--- src/rtl/led_req_arb.sv ---
// Shares one board LED between several requesters: queue, priority grant, timed display, dark gap.
// Optional preemption by a higher-priority requester is enabled with `define LED_ARB_PREEMPT_EN.
module led_req_arb #(
    parameter int WD_REQ_NUMB  = 4,
    parameter int WD_REQ_IDX   = 2,
    parameter int WD_TICK_CNT  = 24,
    parameter int NB_HOLD_TICK = 8'h10,
    parameter int WD_ERR_INFO  = 4
) (
    input  logic                     i_sys_clk,
    input  logic                     i_sys_reset,
    input  logic [WD_REQ_NUMB-1:0]   i_bus_req_pulse,
    input  logic [2*WD_REQ_NUMB-1:0] i_bus_req_mode,
    output logic                     o_port_led_driv,
    output logic [WD_REQ_IDX-1:0]    o_bus_grant_idx,
    output logic                     o_bus_busy,
    output logic [WD_ERR_INFO-1:0]   m_err_led_info1
);

    localparam int HOLD_TICKS = (NB_HOLD_TICK < 1) ? 1 : NB_HOLD_TICK;
    localparam int WD_HOLD    = (HOLD_TICKS > 1) ? $clog2(HOLD_TICKS) : 1;
    localparam logic [WD_HOLD-1:0] HOLD_LAST = WD_HOLD'(HOLD_TICKS - 1);

    localparam logic [1:0] ST_IDLE = 2'd0;
    localparam logic [1:0] ST_SHOW = 2'd1;
    localparam logic [1:0] ST_GAP  = 2'd2;

    logic [WD_TICK_CNT-1:0] tick_cnt_reg, tick_cnt_next;
    logic                   tick;
    logic [WD_REQ_NUMB-1:0] pend_reg, pend_next;
    logic [1:0]             state_reg, state_next;
    logic [WD_REQ_IDX-1:0]  grant_reg, grant_next;
    logic [1:0]             mode_reg, mode_next;
    logic [WD_HOLD-1:0]     hold_reg, hold_next;
    logic                   led_reg, led_next;
    logic [2:0]             err_reg, err_next;

    logic [WD_REQ_NUMB-1:0] has_lower;
    logic [WD_REQ_NUMB-1:0] first_hot;
    logic [WD_REQ_NUMB-1:0] clr_mask;
    logic [WD_REQ_IDX-1:0]  win_idx;
    logic [1:0]             win_mode;
    logic                   any_pend;
    logic                   do_grant;

    assign tick_cnt_next = tick_cnt_reg + 1'b1;
    assign tick          = &tick_cnt_reg;
    assign any_pend      = |pend_reg;

    // Lowest pending index wins: a bit is the winner when no lower bit is pending.
    genvar gi;
    generate
        for (gi = 0; gi < WD_REQ_NUMB; gi = gi + 1) begin : g_prio
            if (gi == 0) begin : g_first
                assign has_lower[gi] = 1'b0;
            end else begin : g_rest
                assign has_lower[gi] = has_lower[gi-1] | pend_reg[gi-1];
            end
            assign first_hot[gi] = pend_reg[gi] & ~has_lower[gi];
        end
    endgenerate

    always_comb begin
        win_idx  = '0;
        win_mode = 2'b00;
        for (int i = 0; i < WD_REQ_NUMB; i++) begin
            if (first_hot[i]) begin
                win_idx  = win_idx | WD_REQ_IDX'(i);
                win_mode = win_mode | i_bus_req_mode[2*i +: 2];
            end
        end
    end

`ifdef LED_ARB_PREEMPT_EN
    logic [WD_REQ_NUMB-1:0] above_mask;
    logic                   preempt;

    generate
        for (gi = 0; gi < WD_REQ_NUMB; gi = gi + 1) begin : g_above
            assign above_mask[gi] = (WD_REQ_IDX'(gi) < grant_reg);
        end
    endgenerate

    assign preempt = |(pend_reg & above_mask);
`endif

    always_comb begin
        state_next = state_reg;
        grant_next = grant_reg;
        mode_next  = mode_reg;
        hold_next  = hold_reg;
        clr_mask   = '0;
        do_grant   = 1'b0;
        case (state_reg)
            ST_IDLE: begin
                if (any_pend) begin
                    do_grant = 1'b1;
                end
            end
            ST_SHOW: begin
                if (tick) begin
                    if (hold_reg == HOLD_LAST) begin
                        state_next = ST_GAP;
                    end else begin
                        hold_next = hold_reg + 1'b1;
                    end
                end
`ifdef LED_ARB_PREEMPT_EN
                // Preemption overrides a coincident end of hold; the old grant is dropped.
                if (preempt) begin
                    do_grant = 1'b1;
                end
`endif
            end
            ST_GAP: begin
                if (tick) begin
                    state_next = ST_IDLE;
                end
            end
            default: state_next = ST_IDLE;
        endcase
        if (do_grant) begin
            state_next = ST_SHOW;
            grant_next = win_idx;
            mode_next  = win_mode;
            hold_next  = '0;
            clr_mask   = first_hot;
        end
    end

    // A strobe coinciding with its own clear re-queues the request, so it is not a merge.
    assign pend_next = (pend_reg & ~clr_mask) | i_bus_req_pulse;

    always_comb begin
        err_next    = err_reg;
        err_next[0] = err_reg[0] | (|(i_bus_req_pulse & pend_reg & ~clr_mask));
        err_next[1] = err_reg[1] | (do_grant & (win_mode == 2'b11));
`ifdef LED_ARB_PREEMPT_EN
        err_next[2] = err_reg[2] | (do_grant & (state_reg == ST_SHOW));
`else
        err_next[2] = 1'b0;
`endif
    end

    always_comb begin
        led_next = 1'b0;
        if (state_next == ST_SHOW) begin
            case (mode_next)
                2'd1:    led_next = do_grant ? 1'b1 : (tick ? ~led_reg : led_reg);
                2'd2:    led_next = tick_cnt_next[WD_TICK_CNT-2];
                default: led_next = 1'b1;
            endcase
        end
    end

    always_ff @(posedge i_sys_clk or posedge i_sys_reset) begin
        if (i_sys_reset) begin
            tick_cnt_reg <= '0;
            pend_reg     <= '0;
            state_reg    <= ST_IDLE;
            grant_reg    <= '0;
            mode_reg     <= 2'b00;
            hold_reg     <= '0;
            led_reg      <= 1'b0;
            err_reg      <= 3'b000;
        end else begin
            tick_cnt_reg <= tick_cnt_next;
            pend_reg     <= pend_next;
            state_reg    <= state_next;
            grant_reg    <= grant_next;
            mode_reg     <= mode_next;
            hold_reg     <= hold_next;
            led_reg      <= led_next;
            err_reg      <= err_next;
        end
    end

    assign o_port_led_driv = led_reg;
    assign o_bus_grant_idx = grant_reg;
    assign o_bus_busy      = (state_reg != ST_IDLE);

    generate
        for (gi = 0; gi < WD_ERR_INFO; gi = gi + 1) begin : g_err
            if (gi < 3) begin : g_used
                assign m_err_led_info1[gi] = err_reg[gi];
            end else begin : g_zero
                assign m_err_led_info1[gi] = 1'b0;
            end
        end
    endgenerate

endmodule

--- config.mk ---
export PLATFORM = sky130hd
export DESIGN_NAME = led_req_arb
export DESIGN_NICKNAME = d
export VERILOG_FILES = /design/src/rtl/led_req_arb.sv
export SDC_FILE = /design/constraint.sdc
export NUM_CORES = 1
export LEC_CHECK = 0
export ABC_AREA = 1
export BUFFER_PORTS_ARGS = -buffer_cell sky130_fd_sc_hd__buf_4
export CAP_MARGIN = 20
export CORE_AREA = 2 2 52 90
export CTS_CLUSTER_DIAMETER = 30
export CTS_CLUSTER_SIZE = 24
export DETAILED_ROUTE_END_ITERATION = 6
export DIE_AREA = 0 0 54 92
export PLACE_DENSITY = 0.73
export SYNTH_ARGS = -nofsm -noshare
export SYNTH_HDL_FRONTEND = slang
export SYNTH_SLANG_ARGS = --single-unit
export TNS_END_PERCENT = 100
--- constraint.sdc ---
create_clock -name i_sys_clk -period 2.1 [get_ports i_sys_clk]
set_clock_uncertainty 0.2 [all_clocks]
set_input_delay 0 -clock i_sys_clk [delete_from_list [all_inputs] [get_ports i_sys_clk]]
set_output_delay 0 -clock i_sys_clk [all_outputs]
set_load 0.02 [all_outputs]
==> results.yml <==
route:
  wl_per_cell_um: 13.1
  ant_nets: 0
  drt_wl_total_um: 4240
  drc: 0
  via_per_inst: 5.08
  first_pass_iters: 4
  vias: 1645
  drtIter0Drc: 16
grt:
  track_usage_pct: 19.5
  grt_max_degree: 42
  antenna_found_initial: 0
  grt_pass1_wl_um: 7000
  grt_pass1_vias: 1695
  grt_overflow: 0
sta:
  post-route-min-period_ns: 1.98
  final_max_slew_viol_count: 0
  max_slew_margin_pct: 65.2
  final.period_utilization_pct: 94.5
  tightest_slew_ns: 0.522
  max_freq_mhz: 504
  final-setup-viol-count: 0
  hold_violations: 0
  post-route-worst-setup-slack_ns: 0.116
placed_design:
  placed_area_um2: 2350
  hpwl_um: 3010
  place_congestion: 0.892
  port_buffers: 19
  dp_slack_ns: 0.0502
worst_setup_path:
  cp.required_ns: 2.08
  cp.arrival_ns: 1.97
  cp_cell_sequence: "nor2_4 > nand2_2 > nand2_2 > buf_4 > nand2_1 > nand2_1 > inv_1 > ha_1 > a21oi_2 > a21oi_2"
  slowest_delay_ns: 0.45
  crit_slowest_cell: "dfrtp_2"
  start_kind: "flop"
  ff2ff_setup_slack_ns: 0.12
  critical_path_class: "reg2reg"
  crit_path_max_fanout: 11
  end_kind: "flop"
worst_hold_path:
  hp-class: "in2async"
clock_network:
  cts_root_buffer: "clkbuf_8"
  numCtsBuffers: 5
  cts_tree: "built"
  cts_sinks: 41
  cts.reportedPaths.clkPinSlew_ns: 0.08
  htree_levels: 2
  clk_path_buf_depth: 2
  clock_latency_ns: 0.29
die:
  core_um2: 4320
  rows: 32
  die_x_um: 54
  die_y_um: 92
  ios: 22
  start_util_pct: 49.5
  die-area_um2: 4970
synth:
  syn_area_per_cell_um2: 9.22
  ys_warn_count: 0
  synth_cells: 232
  synth-seq-area-share_pct: 48.0
  synth_edf_count: 0
  synth-main-ff-cell: "dfrtp_1"
  async_flop_share_pct: 100
  synth_area_um2: 2140
  ys_types: 33
  ys_seq_elements: 41
power:
  ir_drop_uv: 505
  p_leak_nw: 1.30
  power_density_nw_per_um2: 575
layout:
  final_cell_area_um2: 2600
  fill_cells: 380
  layout.nets: 291
  final_util_pct: 60.2
  diodes: 0
  drive_above_1_share_pct: 25.3
  largest_register_ffs: 24
  area_growth_syn_to_layout_pct: 21.7
status:
  run_status: "finished, final reports clean"
job:
  drv_cap: 0
==> worst max-delay path: cells and delay by family (launching register included) <==
kind,cells,cell delay (ns)
buf+inv,2,0.27
simple gates,5,0.47
flops,1,0.45
fa+ha+maj,1,0.30
compound gates,2,0.18
==> logic make-up (layout without fill, tap and decap cells) <==
| group | after synthesis | count (layout) | share of synthesized area (%) |
|---|---|---|---|
| AOI/OAI and AO/OA | 18 | 18 | 6.49 |
| adders and majority gates | 4 | 4 | 2.34 |
| buffers and inverters | 27 | 67 | 5.44 |
| xor gates and xnor gates | 22 | 22 | 9.01 |
| DFF | 41 | 41 | 48.0 |
| other | 1 | 2 | 0.175 |
| and+or+nand+nor | 119 | 119 | 28.6 |
==> path summary, 6_finish.rpt <==
| check | startpoint | endpoint | depth (start not counted) |
|---|---|---|---|
| max in group asynchronous | i_sys_reset | pend_reg[0] | 4 |
| worst min-delay path | i_sys_reset | hold_reg[3] | 4 |
| worst max register to register | pend_reg[0] | o_port_led_driv | 10 |
| worst max-delay path | pend_reg[0] | o_port_led_driv | 10 |
| min in group i_sys_clk | tick_cnt_reg[0] | tick_cnt_reg[0] | 1 |
| worst min register to register | tick_cnt_reg[0] | tick_cnt_reg[0] | 1 |
==> metrics by stage <==
stage	setup TNS (ns)	hold slack, ns	power, W	cells
detailed placement	0	-0.0318	0.000884	303
floorplan	0	-0.108	0.000851	233
global placement	0	-0.0352	0.000883	303
finish	0	0.188	0.00150	324
global route	-0.0148	0.252	0.00156	324
CTS	0	0.200	0.00151	323
==> cell usage in the layout (no fill, tap or decap), drive strengths merged <==
master,instances
a211o,1
a21o,2
a21oi,5
and3,1
buf,23
bufinv,1
clkbuf,5
clkinv,1
conb,2
dfrtp,41
dlygate4sd3,13
ha,4
inv,24
nand2,64
nand3,14
nand3b,1
nand4,5
nor2,24
nor3,5
nor4,2
o21ai,7
o21bai,2
o22ai,1
or2,3
xnor2,11
xor2,11
==> Yosys cell counts, types with 2 or more instances <==
library cell | number | share of area (%)
or2_2 | 3 | 0.88
buf_4 | 2 | 0.70
ha_1 | 4 | 2.3
nor2_4 | 3 | 1.6
a21o_1 | 2 | 0.70
o21ai_2 | 5 | 2.0
nor2_1 | 16 | 2.8
nand2_1 | 52 | 9.1
inv_1 | 24 | 4.2
dfrtp_1 | 41 | 48
nand2_4 | 4 | 2.1
xnor2_1 | 11 | 4.5
xor2_1 | 11 | 4.5
nor4_1 | 2 | 0.58
nand3_1 | 14 | 3.3
nor2_2 | 4 | 1.2
nor3_1 | 4 | 0.94
o21bai_1 | 2 | 0.70
a21oi_1 | 4 | 0.94
nand2_2 | 8 | 2.3
nand4_1 | 4 | 1.2
==> repair_timing <==
item / CTS / global route
buffers inserted: 0 / 1
hold buffers: 13 / 0
resized for setup: 0 / 8
endpoints found under the setup margin: 0 / 1
endpoints found under the hold margin: 49 / 0
==> metal layers <==
| metal | wire (um) | vias to the layer above | share of wire (%) | track usage [%] |
|---|---|---|---|---|
| li1 | - | 816 | - | - |
| met1 | 1590 | 775 | 38 | 19.8 |
| met2 | 2340 | 37 | 55 | 34.2 |
| met3 | 112 | 17 | 2.6 | 3.42 |
| met4 | 195 | 0 | 4.6 | 12.5 |
| met5 | 0 | - | 0 | 0 |
==> final cells by class <==
cell class	instances	area (um^2)	area share, %
multi-input combinational	165	1010	39.0
tap	51	63.8	2.45
clock inverter	2	35.0	1.35
clock buffer	5	68.8	2.64
sequential	41	1030	39.5
timing repair buffer	36	303	11.6
inverter	24	90.1	3.46
==> report_power, final <==
part           leakage (nW)  switching (W)  internal [W]
sequential            0.518     0.00000232      0.000794
clock                0.0540       0.000262      0.000345
combinational         0.728      0.0000454     0.0000470
Power figures use the tool's default switching activity.
